### src/rtl/ctrl_pkg.sv
// Shared definitions for the UDP transmit arbiter: FSM encoding, broadcast IP
// and default timing constants.
package ctrl_pkg;

    localparam logic [31:0] BCAST_IP        = 32'hFFFF_FFFF;
    localparam int          ARP_TIMEOUT_DEF = 125_000_000;
    localparam int          ARP_RETRY_DEF   = 3;
    localparam int          IFG_CYC_DEF     = 16;

    typedef enum logic [10:0] {
        ST_IDLE     = 11'b000_0000_0001,
        ST_ARB      = 11'b000_0000_0010,
        ST_LOOKUP   = 11'b000_0000_0100,
        ST_CHECK    = 11'b000_0000_1000,
        ST_ARP_REQ  = 11'b000_0001_0000,
        ST_ARP_SEND = 11'b000_0010_0000,
        ST_ARP_WAIT = 11'b000_0100_0000,
        ST_TX_REQ   = 11'b000_1000_0000,
        ST_TX_SEND  = 11'b001_0000_0000,
        ST_FINISH   = 11'b010_0000_0000,
        ST_GAP      = 11'b100_0000_0000
    } state_e;

    // Index width that stays legal for a single requester.
    function automatic int idx_width(input int n);
        return (n > 1) ? $clog2(n) : 1;
    endfunction

endpackage

### src/rtl/udp_tx_arbiter_rr_pick.sv
// Combinational round-robin selector: first asserted request at or after ptr,
// wrapping modulo NUM_REQ.
module rr_pick
    import ctrl_pkg::*;
#(
    parameter int NUM_REQ = 3,
    parameter int IDX_W   = 2
) (
    input  logic [NUM_REQ-1:0] req,
    input  logic [IDX_W-1:0]   ptr,
    output logic [NUM_REQ-1:0] winner,
    output logic [IDX_W-1:0]   winner_idx,
    output logic               hit
);

    logic [IDX_W:0]   cand;
    logic [IDX_W-1:0] cand_idx;

    // ptr is always below NUM_REQ, so one subtraction is enough to wrap.
    always_comb begin
        winner     = '0;
        winner_idx = '0;
        hit        = 1'b0;
        cand       = '0;
        cand_idx   = '0;
        for (int k = 0; k < NUM_REQ; k++) begin
            cand = {1'b0, ptr} + (IDX_W+1)'(k);
            if (cand >= (IDX_W+1)'(NUM_REQ)) begin
                cand = cand - (IDX_W+1)'(NUM_REQ);
            end
            cand_idx = cand[IDX_W-1:0];
            if (!hit && req[cand_idx]) begin
                hit              = 1'b1;
                winner_idx       = cand_idx;
                winner[cand_idx] = 1'b1;
            end
        end
    end

endmodule

### src/rtl/udp_tx_arbiter.sv
// Round-robin owner of the shared UDP/MAC transmit path: latches the winner's
// destination and length, resolves ARP with bounded retries, then sends.
module udp_tx_arbiter
    import ctrl_pkg::*;
#(
    parameter int NUM_REQ     = 3,
    parameter int ARP_TIMEOUT = ARP_TIMEOUT_DEF,
    parameter int ARP_RETRY   = ARP_RETRY_DEF,
    parameter int IFG_CYC     = IFG_CYC_DEF
) (
    input  logic                  clk,
    input  logic                  rst_n,
    input  logic [NUM_REQ-1:0]    req,
    input  logic [16*NUM_REQ-1:0] req_len,
    input  logic [32*NUM_REQ-1:0] req_dst_ip,
    input  logic [8*NUM_REQ-1:0]  req_data,
    output logic [NUM_REQ-1:0]    grant,
    output logic [NUM_REQ-1:0]    done,
    output logic                  err,
    output logic                  busy,
    output logic                  udp_tx_req,
    output logic [15:0]           udp_send_data_length,
    output logic [31:0]           destination_ip_addr,
    input  logic                  udp_rd_en,
    output logic [7:0]            udp_data,
    input  logic                  mac_send_end,
    input  logic                  mac_not_exist,
    input  logic                  arp_found,
    output logic                  arp_request_req
);

    localparam int IDX_W   = idx_width(NUM_REQ);
    localparam int RETRY_W = idx_width(ARP_RETRY + 1);

    state_e               state_q, state_d;
    logic [NUM_REQ-1:0]   grant_q, grant_d;
    logic [IDX_W-1:0]     ptr_q, ptr_d;
    logic [IDX_W-1:0]     win_idx_q, win_idx_d;
    logic [15:0]          len_q, len_d;
    logic [31:0]          ip_q, ip_d;
    logic [RETRY_W-1:0]   retry_q, retry_d;
    logic [31:0]          cnt_q, cnt_d;
    logic                 abort_q, abort_d;

    logic [NUM_REQ-1:0]   pick_onehot;
    logic [IDX_W-1:0]     pick_idx;
    logic                 pick_hit;

    // Requesters qualify udp_rd_en with their own grant bit; nothing to do here.
    logic                 unused_rd_en;
    assign unused_rd_en = udp_rd_en;

    rr_pick #(
        .NUM_REQ (NUM_REQ),
        .IDX_W   (IDX_W)
    ) u_rr_pick (
        .req        (req),
        .ptr        (ptr_q),
        .winner     (pick_onehot),
        .winner_idx (pick_idx),
        .hit        (pick_hit)
    );

    always_comb begin
        state_d   = state_q;
        grant_d   = grant_q;
        ptr_d     = ptr_q;
        win_idx_d = win_idx_q;
        len_d     = len_q;
        ip_d      = ip_q;
        retry_d   = retry_q;
        abort_d   = abort_q;

        unique case (state_q)
            ST_IDLE: begin
                if (|req) state_d = ST_ARB;
            end
            ST_ARB: begin
                // A request withdrawn before arbitration just returns to idle.
                if (pick_hit) begin
                    grant_d   = pick_onehot;
                    win_idx_d = pick_idx;
                    for (int i = 0; i < NUM_REQ; i++) begin
                        if (pick_onehot[i]) begin
                            len_d = req_len[16*i +: 16];
                            ip_d  = req_dst_ip[32*i +: 32];
                        end
                    end
                    retry_d = '0;
                    abort_d = 1'b0;
                    state_d = ST_LOOKUP;
                end else begin
                    state_d = ST_IDLE;
                end
            end
            ST_LOOKUP: state_d = ST_CHECK;
            ST_CHECK: begin
                if (len_q == 16'h0000) begin
                    abort_d = 1'b1;
                    state_d = ST_FINISH;
                end else if (mac_not_exist) begin
                    state_d = ST_ARP_REQ;
                end else begin
                    state_d = ST_TX_REQ;
                end
            end
            ST_ARP_REQ: begin
                retry_d = retry_q + RETRY_W'(1);
                state_d = ST_ARP_SEND;
            end
            ST_ARP_SEND: begin
                if (mac_send_end) state_d = ST_ARP_WAIT;
            end
            ST_ARP_WAIT: begin
                if (arp_found) begin
                    state_d = ST_TX_REQ;
                end else if (cnt_q == 32'(ARP_TIMEOUT - 1)) begin
                    if (retry_q < RETRY_W'(ARP_RETRY)) begin
                        state_d = ST_ARP_REQ;
                    end else begin
                        abort_d = 1'b1;
                        state_d = ST_FINISH;
                    end
                end
            end
            ST_TX_REQ: state_d = ST_TX_SEND;
            ST_TX_SEND: begin
                if (mac_send_end) state_d = ST_FINISH;
            end
            ST_FINISH: begin
                grant_d = '0;
                ptr_d   = (win_idx_q == IDX_W'(NUM_REQ - 1)) ? '0 : win_idx_q + IDX_W'(1);
                state_d = ST_GAP;
            end
            ST_GAP: begin
                if (cnt_q == 32'(IFG_CYC - 1)) state_d = ST_IDLE;
            end
            default: begin
                grant_d = '0;
                state_d = ST_IDLE;
            end
        endcase
    end

    // Wait counter: cleared on every state change, saturates instead of wrapping.
    always_comb begin
        cnt_d = cnt_q;
        if (state_d != state_q) begin
            cnt_d = '0;
        end else if ((state_q == ST_ARP_WAIT || state_q == ST_GAP) && cnt_q != 32'hFFFF_FFFF) begin
            cnt_d = cnt_q + 32'd1;
        end
    end

    always_ff @(posedge clk or negedge rst_n) begin
        if (!rst_n) begin
            state_q   <= ST_IDLE;
            grant_q   <= '0;
            ptr_q     <= '0;
            win_idx_q <= '0;
            len_q     <= '0;
            ip_q      <= BCAST_IP;
            retry_q   <= '0;
            cnt_q     <= '0;
            abort_q   <= 1'b0;
        end else begin
            state_q   <= state_d;
            grant_q   <= grant_d;
            ptr_q     <= ptr_d;
            win_idx_q <= win_idx_d;
            len_q     <= len_d;
            ip_q      <= ip_d;
            retry_q   <= retry_d;
            cnt_q     <= cnt_d;
            abort_q   <= abort_d;
        end
    end

    always_comb begin
        udp_data = 8'h00;
        for (int i = 0; i < NUM_REQ; i++) begin
            if (grant_q[i]) udp_data = udp_data | req_data[8*i +: 8];
        end
    end

    assign grant                = grant_q;
    assign udp_send_data_length = len_q;
    assign destination_ip_addr  = ip_q;
    assign busy                 = (state_q != ST_IDLE);
    assign udp_tx_req           = (state_q == ST_TX_REQ);
    assign arp_request_req      = (state_q == ST_ARP_REQ);
    assign done                 = (state_q == ST_FINISH) ? grant_q : '0;
    assign err                  = (state_q == ST_FINISH) && abort_q;

endmodule

### config.mk
export PLATFORM = sky130hd
export DESIGN_NAME = udp_tx_arbiter
export DESIGN_NICKNAME = d
export VERILOG_FILES = /design/src/rtl/ctrl_pkg.sv /design/src/rtl/udp_tx_arbiter_rr_pick.sv /design/src/rtl/udp_tx_arbiter.sv
export SDC_FILE = /design/constraint.sdc
export NUM_CORES = 1
export LEC_CHECK = 0
export ABC_AREA = 0
export CAP_MARGIN = 20
export CELL_PAD_IN_SITES_DETAIL_PLACEMENT = 2
export CELL_PAD_IN_SITES_GLOBAL_PLACEMENT = 2
export CORE_ASPECT_RATIO = 1.2
export CORE_MARGIN = 2
export CORE_UTILIZATION = 26
export CTS_BUF_LIST = sky130_fd_sc_hd__clkbuf_4
export CTS_CLUSTER_DIAMETER = 150
export DETAILED_ROUTE_END_ITERATION = 16
export PLACE_DENSITY_LB_ADDON = 0.12
export SYNTH_ARGS = -nofsm -noshare
export SYNTH_HDL_FRONTEND = slang
export SYNTH_HIERARCHICAL = 1
export SYNTH_SLANG_ARGS = --single-unit
### constraint.sdc
create_clock -name clk -period 3.31 [get_ports clk]
set_input_delay 0.331 -clock clk [delete_from_list [all_inputs] [get_ports clk]]
set_output_delay 0.331 -clock clk [all_outputs]
set_load 0.005 [all_outputs]
==> metrics <==
gr usage total=20.2%; Post-Syn Area=6260 um^2; final WL=25.4 mm; final hold violation count=0; Die Y=174 um; Critical Path End Type=output pin; DR top layer=met5; Area contributors post-synth=dfrtp_1, dfstp_2, mux2i_1; dpl hpwl=19.7 mm; register area share after synthesis=41.0%; number of placement rows=62; CTS tree=done; cts bufs inserted=9; Setup Skew=26.7 ps; initial antenna violation count=3; DRC Markers=0; grt total ovfl=0; fmax=334 MHz; Worst path slowest cell=clkdlybuf4s50_1; Min-Delay Path Depth=3; Reg2Reg Depth=11; RSZ-0062 raised after global routing=false; routability congestion estimate=0.787; final number of max-transition violations=0; first-pass GRT wire length=40.4 mm; H-tree levels=3; Startpoint Class=register; period utilization=90.5%; post-layout util=38.9%; nets=1133; share of the synthesized area in the top cell type=27.2%; Syn Area/Cell=8.55 um^2; max-cap viol count=0; Mapped Cells=732; final worst path period need=3000 ps; 1st-pass router iterations=6; worst hold start=req_dst_ip[91]; leak pwr=3.51 nW; PD cells=597 nW/um^2; Clk Latency, worst-skew pair=500 ps; met1 wire length=10.5 mm; CTS clk-pin slew, worst paths=190 ps; Seq cells post-synth=101; Arr. time, crit path=2670 ps; DP Area=9060 um^2; syn nets=915; final setup TNS=0 ps; CTS max path bufs=2; vias in the first global route=7134; combinational power share=50.5%; Die ar.=25300 um^2; Clk pwr share=14.6%; Finished Cell Area=9260 um^2; CP most frequent cell=buf_4; Hold Crit Endpoint=destination_ip_addr[27]$_DFFE_PN1P_; smallest hold slack=412 ps; ANT nets after route=0; reg-to-reg critical path startpoint=ptr_q[0]$_DFFE_PN0N_; largest net degree at the start of global routing=98; Critical Path RT=2980 ps; initial core utilization=26.3%; area grow syn2layout=47.8%; WL/cell=19.9 um; non-filler cells, final=1277; Sw Ratio=38.9%; Setup CP Type=register to output pin; die width=146 um; num ports=243; YS warnings=6; met3 WL=2.08 mm; ys flop type=dfrtp_1; Int Pwr=3.37 mW; Flop pwr share=34.9%; layout cells sized above 1=8.69%; clock root cell=clkbuf_4; maximum vdd drop=277 uV; critical path, cell by cell=or3_1 > nor3_1 > buf_4 > nand4_1 > buf_4 > nor2_1 > clkdlybuf4s50_1; DRT iter0 DRCs=279; critical-path maximum fanout=8; via density per instance=5.13; Synth area leader=dfrtp_1; CP max stage delay=520 ps; I/O Buffers=241; number of synthesized flops with an enable pin=0; R2R Setup Slk=420 ps; FF-to-FF End=udp_send_data_length[11]$_DFFE_PN0P_; post-placement cell count=1257; clk sink count=101; normalized max-slew margin=39.6%; final setup fails=0; Post-synth ARST share=100%; core area=23800 um^2; outcome=complete, no violations; sw power=2.15 mW; Yosys cell types=57; met2 wire len=12.5 mm; worst hold-check path type=input port to register; worst slew pin tran=907 ps; Vias=6551
[cells in the mapped netlist (4+ instances only)]
library cell	instances
dfrtp_1	68
buf_2	7
or3_1	23
a22oi_1	30
clkbuf_1	33
nand2_1	77
o31ai_1	15
o22ai_1	4
buf_1	6
nand4_1	17
dfstp_2	33
nor2_1	67
a222oi_1	8
nand3_1	18
nand2b_1	7
inv_1	25
a21oi_1	61
or4_1	21
ha_1	6
nor4_1	16
o21ai_0	76
nor3_1	10
mux2i_1	52
[repair_timing]
action	in CTS	in global routing
hold endpoints to repair	54	0
resized for setup	0	1
buffers inserted	0	1
hold buffers	1	0
endpoints found under the setup margin	0	1
[worst max path at each step]
stage	slack, ps	depth (start not counted)	end	start
floorplan	390	14	udp_send_data_length[9]$_DFFE_PN0P_	ptr_q[1]$_DFFE_PN0N_
global placement	410	10	udp_send_data_length[11]$_DFFE_PN0P_	req[0]
detailed placement	350	10	udp_send_data_length[11]$_DFFE_PN0P_	req[0]
CTS	210	7	done[2]	state_q[2]$_DFF_PN0_
global route	20	7	done[2]	state_q[2]$_DFF_PN0_
finish	310	7	done[2]	state_q[2]$_DFF_PN0_
[sequential cells by signal, summed over array words and instances (netlist names)]
name,count
grant,3
destination_ip_addr,32
udp_send_data_length,16
ptr_q,2
cnt_q,32
retry_q,2
win_idx_q,2
abort_q,1
state_q,11
[critical path, delay by kind of cell, from the launching register on]
family,cells,cell delay (ps)
DFF,1,480
buffers and inverters,3,900
and+or+nand+nor,4,800
[layout make-up]
type                    instances  area, um^2
diodes                          2        5.00
clock buffers                   9        67.6
repair buffers                255        2580
well taps                     320         400
fillers                      2643       14600
clock inverters                 7         103
inverters                      26        97.6
flip-flops and latches        101        2570
multi-input cells             557        3430
[cells by family after synthesis]
| family | Yosys count | share of synthesized area, % |
|---|---|---|
| AOI/OAI and AO/OA | 210 | 20.2 |
| buffers and inverters | 74 | 4.82 |
| xor gates and xnor gates | 5 | 0.699 |
| and+or+nand+nor | 281 | 23.0 |
| muxes | 55 | 9.03 |
| adders and majority gates | 6 | 1.20 |
| DFF | 101 | 41.0 |
[placed cells by master, fill, tap and decap left out, types with 15 or more instances in the layout]
master and count:
nand2_1 77, a22oi_1 30, clkdlybuf4s50_1 240, a21oi_1 60
o21ai_0 75, nor2_1 66, or3_1 23, o31ai_1 15
dfstp_2 33, nand3_1 18, dfrtp_1 67, or4_1 21
mux2i_1 52, nor4_1 16, nand4_1 17, inv_1 25
[through the flow]
stage	setup slack, ps	power (mW)
global placement	405	4.73
global route	24.6	5.98
CTS	205	5.63
floorplan	389	3.36
finish	314	5.52
detailed placement	355	4.79
[power by group through the flow]
stage,clock (mW),sequential (mW),combinational (mW)
after floorplan,0,1.89,1.47
after detailed placement,0,1.96,2.84
final,0.805,1.93,2.79
after CTS,0.846,1.94,2.85
after global routing,0.889,1.99,3.11
after global placement,0,1.94,2.79
[routing by layer]
metal	track usage, %	vias up
li1	-	3140
met1	23.6	3215
met2	34.8	174
met3	7.69	20
met4	4.98	2
met5	0	-
Note: power is estimated with default switching activity, not from simulation.
